[config.mk]
export PLATFORM = sky130hd
export DESIGN_NAME = trap_ctrl
export DESIGN_NICKNAME = d
export VERILOG_FILES = /design/src/rtl/trap_ctrl.sv
export SDC_FILE = /design/constraint.sdc
export NUM_CORES = 1
export LEC_CHECK = 0
export CORE_MARGIN = 2
export CORE_UTILIZATION = 39
export CTS_CLUSTER_SIZE = 12
export DETAILED_ROUTE_END_ITERATION = 6
export PLACE_DENSITY = 0.87
export SYNTH_ARGS = -nofsm -noshare
export SYNTH_HDL_FRONTEND = slang
export SYNTH_SLANG_ARGS = --single-unit
export TNS_END_PERCENT = 100
[constraint.sdc]
create_clock -name clk -period 3.82 [get_ports clk]
set_input_delay 0.382 -clock clk [delete_from_list [all_inputs] [get_ports clk]]
set_output_delay 0.382 -clock clk [all_outputs]
set_load 0.05 [all_outputs]
[src/rtl/trap_ctrl.sv]
// Trap and interrupt controller: pends/masks NUM_IRQ lines, arbitrates them against
// illegal-instruction faults, and issues a one-cycle redirect. Optional: TRAP_VECTORED_EN.
module trap_ctrl #(
  parameter int                 NUM_IRQ     = 8,
  parameter int                 CAUSE_WIDTH = 5,
  parameter logic [NUM_IRQ-1:0] EDGE_MASK   = '0,
  parameter logic [31:0]        VECTOR_BASE = 32'h0000_0100
) (
  input  logic                   clk,
  input  logic                   rst,
  input  logic [NUM_IRQ-1:0]     irq,
  input  logic                   invalid,
  input  logic                   mret,
  input  logic                   enable_we,
  input  logic [NUM_IRQ-1:0]     enable_wdata,
  output logic                   trap,
  output logic [31:0]            handler,
  output logic [CAUSE_WIDTH-1:0] cause,
  output logic [NUM_IRQ-1:0]     pending,
  output logic                   busy
);

  typedef enum logic [1:0] {
    S_IDLE    = 2'd0,
    S_TRAP    = 2'd1,
    S_HANDLER = 2'd2
  } state_e;

  localparam logic [CAUSE_WIDTH-1:0] CAUSE_ILLEGAL = '0;
  localparam logic [CAUSE_WIDTH-1:0] CAUSE_DFAULT  = '1;

  state_e                   state_q, state_d;
  logic [NUM_IRQ-1:0]       irq_q;
  logic [NUM_IRQ-1:0]       pend_q, pend_d;
  logic [NUM_IRQ-1:0]       enable_q, enable_d;
  logic                     trap_q, trap_d;
  logic                     busy_q, busy_d;
  logic [CAUSE_WIDTH-1:0]   cause_q, cause_d;
  logic [31:0]              handler_q, handler_d;

  logic [NUM_IRQ-1:0]       rise;
  logic [NUM_IRQ-1:0]       req;
  logic [NUM_IRQ-1:0]       grant;
  logic [NUM_IRQ-1:0]       clr;
  logic                     req_any;
  logic                     take_irq;

  // Lowest-index request wins; line i maps to cause i+1.
  function automatic logic [CAUSE_WIDTH-1:0] irq_cause(input logic [NUM_IRQ-1:0] r);
    irq_cause = CAUSE_ILLEGAL;
    for (int i = NUM_IRQ - 1; i >= 0; i--) begin
      if (r[i]) irq_cause = CAUSE_WIDTH'(i + 1);
    end
  endfunction

  // Edge lines latch into pend_q; level lines are passed straight through.
  assign rise     = irq & ~irq_q & EDGE_MASK;
  assign pending  = (pend_q & EDGE_MASK) | (irq & ~EDGE_MASK);
  assign req      = pending & enable_q;
  assign req_any  = |req;
  assign grant    = req & (~req + NUM_IRQ'(1));
  assign take_irq = (state_q == S_IDLE) && !invalid && req_any;
  assign clr      = take_irq ? (grant & EDGE_MASK) : '0;
  assign pend_d   = (pend_q & ~clr) | rise;
  assign enable_d = enable_we ? enable_wdata : enable_q;

  always_ff @(posedge clk) begin
    if (rst) begin
      state_q <= S_IDLE;
    end else begin
      state_q <= state_d;
    end
  end

  always_comb begin
    state_d = state_q;
    unique case (state_q)
      S_IDLE: begin
        if (invalid || req_any) state_d = S_TRAP;
      end
      S_TRAP: begin
        state_d = S_HANDLER;
      end
      S_HANDLER: begin
        if (invalid)   state_d = S_TRAP;
        else if (mret) state_d = S_IDLE;
      end
      default: begin
        state_d = S_IDLE;
      end
    endcase
  end

  // A double-fault trap keeps busy high: the handler never really left.
  always_comb begin
    trap_d    = (state_d == S_TRAP);
    busy_d    = (state_d == S_HANDLER) ||
                ((state_d == S_TRAP) && (state_q == S_HANDLER));
    cause_d   = cause_q;
    handler_d = handler_q;
    if (state_d == S_TRAP) begin
      if (state_q == S_HANDLER) cause_d = CAUSE_DFAULT;
      else if (invalid)         cause_d = CAUSE_ILLEGAL;
      else                      cause_d = irq_cause(req);
`ifdef TRAP_VECTORED_EN
      handler_d = VECTOR_BASE + (32'(cause_d) << 2);
`else
      handler_d = VECTOR_BASE;
`endif
    end
  end

  always_ff @(posedge clk) begin
    if (rst) begin
      irq_q     <= '0;
      pend_q    <= '0;
      enable_q  <= '0;
      trap_q    <= 1'b0;
      busy_q    <= 1'b0;
      cause_q   <= CAUSE_ILLEGAL;
      handler_q <= VECTOR_BASE;
    end else begin
      irq_q     <= irq;
      pend_q    <= pend_d;
      enable_q  <= enable_d;
      trap_q    <= trap_d;
      busy_q    <= busy_d;
      cause_q   <= cause_d;
      handler_q <= handler_d;
    end
  end

  assign trap    = trap_q;
  assign busy    = busy_q;
  assign cause   = cause_q;
  assign handler = handler_q;

endmodule

==> flow_summary.yaml <==
run_status:
  outcome: "completed"
clock_network:
  clk_latency_ps: 280
  post-cts-setup-buffer-count: 0
  clk_pin_slew_worst_paths_ps: 90
  tritoncts.num_buffers: 3
  cts.root.buffer_cell: "clkbuf_4"
  ctsHtreeMaxLevel: 1
  cts-root-to-sink-buffers: 2
  cts_resized: 0
  sinks_on_the_clock_net: 17
  cts_hold_repair.buffers: 0
  cts_tree: "yes"
sta:
  finalSetupViolations: 0
  final_hold_viol_count: 0
  worst-slew-pin-transition_ps: 543
  grt_setup_unrepaired: "no"
  fin_crit_ps: 2150
  normalized_max_slew_margin: 0.637
  clock-skew-final_ps: 1.37
  timing.final.max_slew_violations: 0
  max_freq_ghz: 0.466
  setup_tns_ps: 0
  period_share: 0.562
critical_path:
  worstSetupStartpointType: "primary input"
  critical_path_arrival_ps: 1770
  crit_path_max_incr_delay_ps: 830
  endpoint_kind: "output pin"
  worst-r2r-setup-slack_ps: 2230
  slowest_stage: "clkdlybuf4s50_1"
  cp_num_buf_inv: 2
  cp_common_cell: "clkdlybuf4s50_1"
  cp_data_required_time_ps: 3440
  critPathMaxFanout: 5
  timing_worst_setup_path_type: "in2out"
  critPathTopFamily: "buffers and inverters"
  timing.critical_path.cells: "clkdlybuf4s50_1, clkdlybuf4s50_1"
die:
  boundaryPins: 68
  die-width_um: 56.9
  initial_standard_cell_utilization_of_the_core: 0.403
  floorplan.rows: 19
  dieArea_sq_um: 3240
  die_y_um: 56.9
  core_area_sq_um: 2710
detailed_routing:
  vias: 830
  avgViaCountPerCell: 4.56
  finalWirelength_um: 1980
  drc: 0
  drt_iter0_drc: 41
  number_of_antenna_violating_nets_in_the_routed_design: 0
  first_pass_iters: 4
  routed_wire_length_per_instance_um: 10.9
synth:
  synth-seq-cells: 17
  synth.top_cells.by_area: "dfxtp_1, buf_4, mux2i_1"
  yosys.cell_types.count: 30
  synth-warning-count: 0
  synth_top_area_cell: "dfxtp_1"
  asyncSetResetFlopFracSynth: 0
  prevailing_post_synth_register_cell: "dfxtp_1"
  synthesis.instances: 124
  synthesis.area_sq_um: 1090
  yosys.cell_count.top_type: "buf_4"
  leading_post_synthesis_cells_by_instance_count: "buf_4, dfxtp_1, nor2_1, mux2i_1"
  postSynthAreaPerCell_sq_um: 8.80
  synth_edf_count: 0
  ys_seq_area_frac: 0.312
  yosysTopAreaCellShare: 0.312
global_routing:
  grt_antenna_before_repair: 0
  grt_start_max_net_pins: 17
  grt_overflow: 0
  total_grt_usage: 0.127
  via_count_of_the_first_global_routing_pass: 736
  first_pass_grt_wire_length_um: 3280
placed_design:
  post-place-cells: 178
  gp_congestion: 0.823
  place.port_buffers: 35
  placed_area_sq_um: 1280
  place_hpwl_um: 1640
cells_and_area:
  post-route-cell-area_sq_um: 1310
  final_nets: 173
  filler_free_cell_count_of_the_finished_design: 182
  diode_count: 0
  drive_gt1_frac: 0.0728
  layout.core_utilization: 0.484
  synthesis_to_layout_area_growth_pct: 20.2
pwr:
  p_per_area_nw_per_um2: 399
  ir_worst_vdd_mv: 0.182
  static-leakage-power_nw: 0.573
  sum_of_internal_switching_and_leakage_power_w: 0.000523
job:
  max_cap_viol_count: 0
min_path:
  timing.hold.worst.class: "reg2reg"
## flip-flops by register name, indices dropped and copies added, names as in the netlist
register	cells
enable_q	8
trap	1
cause	5
busy	1
state_q	2
## cells by family after synthesis
logic type / Yosys count / synth area share
multiplexers: 8 / 0.0734
other: 2 / 0.00688
flip-flops: 17 / 0.312
AO/OA/AOI/OAI: 26 / 0.205
AND/OR/NAND/NOR: 27 / 0.114
buffers and inverters: 44 / 0.289
## area by class of cell
| cell class | count | area [sq um] |
|---|---|---|
| fill | 266 | 1400 |
| multi-input combinational | 93 | 548 |
| timing repair buffer | 35 | 350 |
| sequential | 17 | 340 |
| tap | 31 | 38.8 |
| clock buffer | 4 | 26.3 |
| inverter | 2 | 7.51 |
## layout by cell type, fill, tap and decap left out
cell type        count
conb_1              32
a22o_1               1
clkbuf_1             1
a22o_4               1
o22ai_1              1
mux2i_1              8
a21o_1               1
o21ai_0              2
o211a_1              1
clkbuf_4             3
nor2_1              13
nand2_1              6
a22o_2               3
and2b_2              1
a31oi_1              1
o41a_1               1
or2b_2               1
and2_1               1
nand2_2              1
a211oi_1             1
nor4_1               2
dfxtp_1             17
a21oi_1              6
inv_1                2
a221oi_1             2
a22oi_1              1
clkdlybuf4s50_1     35
o41ai_4              1
nand3_1              2
o221ai_1             2
a311oi_1             1
## routing by layer
layer / share of wire / GRT usage
met2: 0.51 / 0.213
met5: 0 / 0
met4: 0.011 / 0.0498
met1: 0.40 / 0.166
met3: 0.079 / 0.0115
## path summary, 6_finish.rpt
| kind | end | cells after the start | start |
|---|---|---|---|
| worst min-delay path | cause[4]$_SDFFE_PP0N_ | 2 | cause[4]$_SDFFE_PP0N_ |
| worst max-delay path | pending[3] | 2 | irq[3] |
| worst min register to register | cause[4]$_SDFFE_PP0N_ | 2 | cause[4]$_SDFFE_PP0N_ |
| worst max register to register | cause[0]$_SDFFE_PP0N_ | 4 | enable_q[4]$_SDFFE_PP0P_ |
## stage by stage
stage	worst slack, ps	hold WS, ps
floorplan	2280	451
CTS	1670	488
global placement	1680	458
detailed placement	1670	476
finish	1670	486
global route	1640	502
## power by group
group | switching [W] | internal (W) | leakage [nW] | total [W]
clock | 0.0000524 | 0.0000406 | 0.0150 | 0.0000930
combinational | 0.000158 | 0.0000675 | 0.417 | 0.000226
sequential | 0.0000113 | 0.000193 | 0.140 | 0.000204
Note: power is estimated with default switching activity, not from simulation.
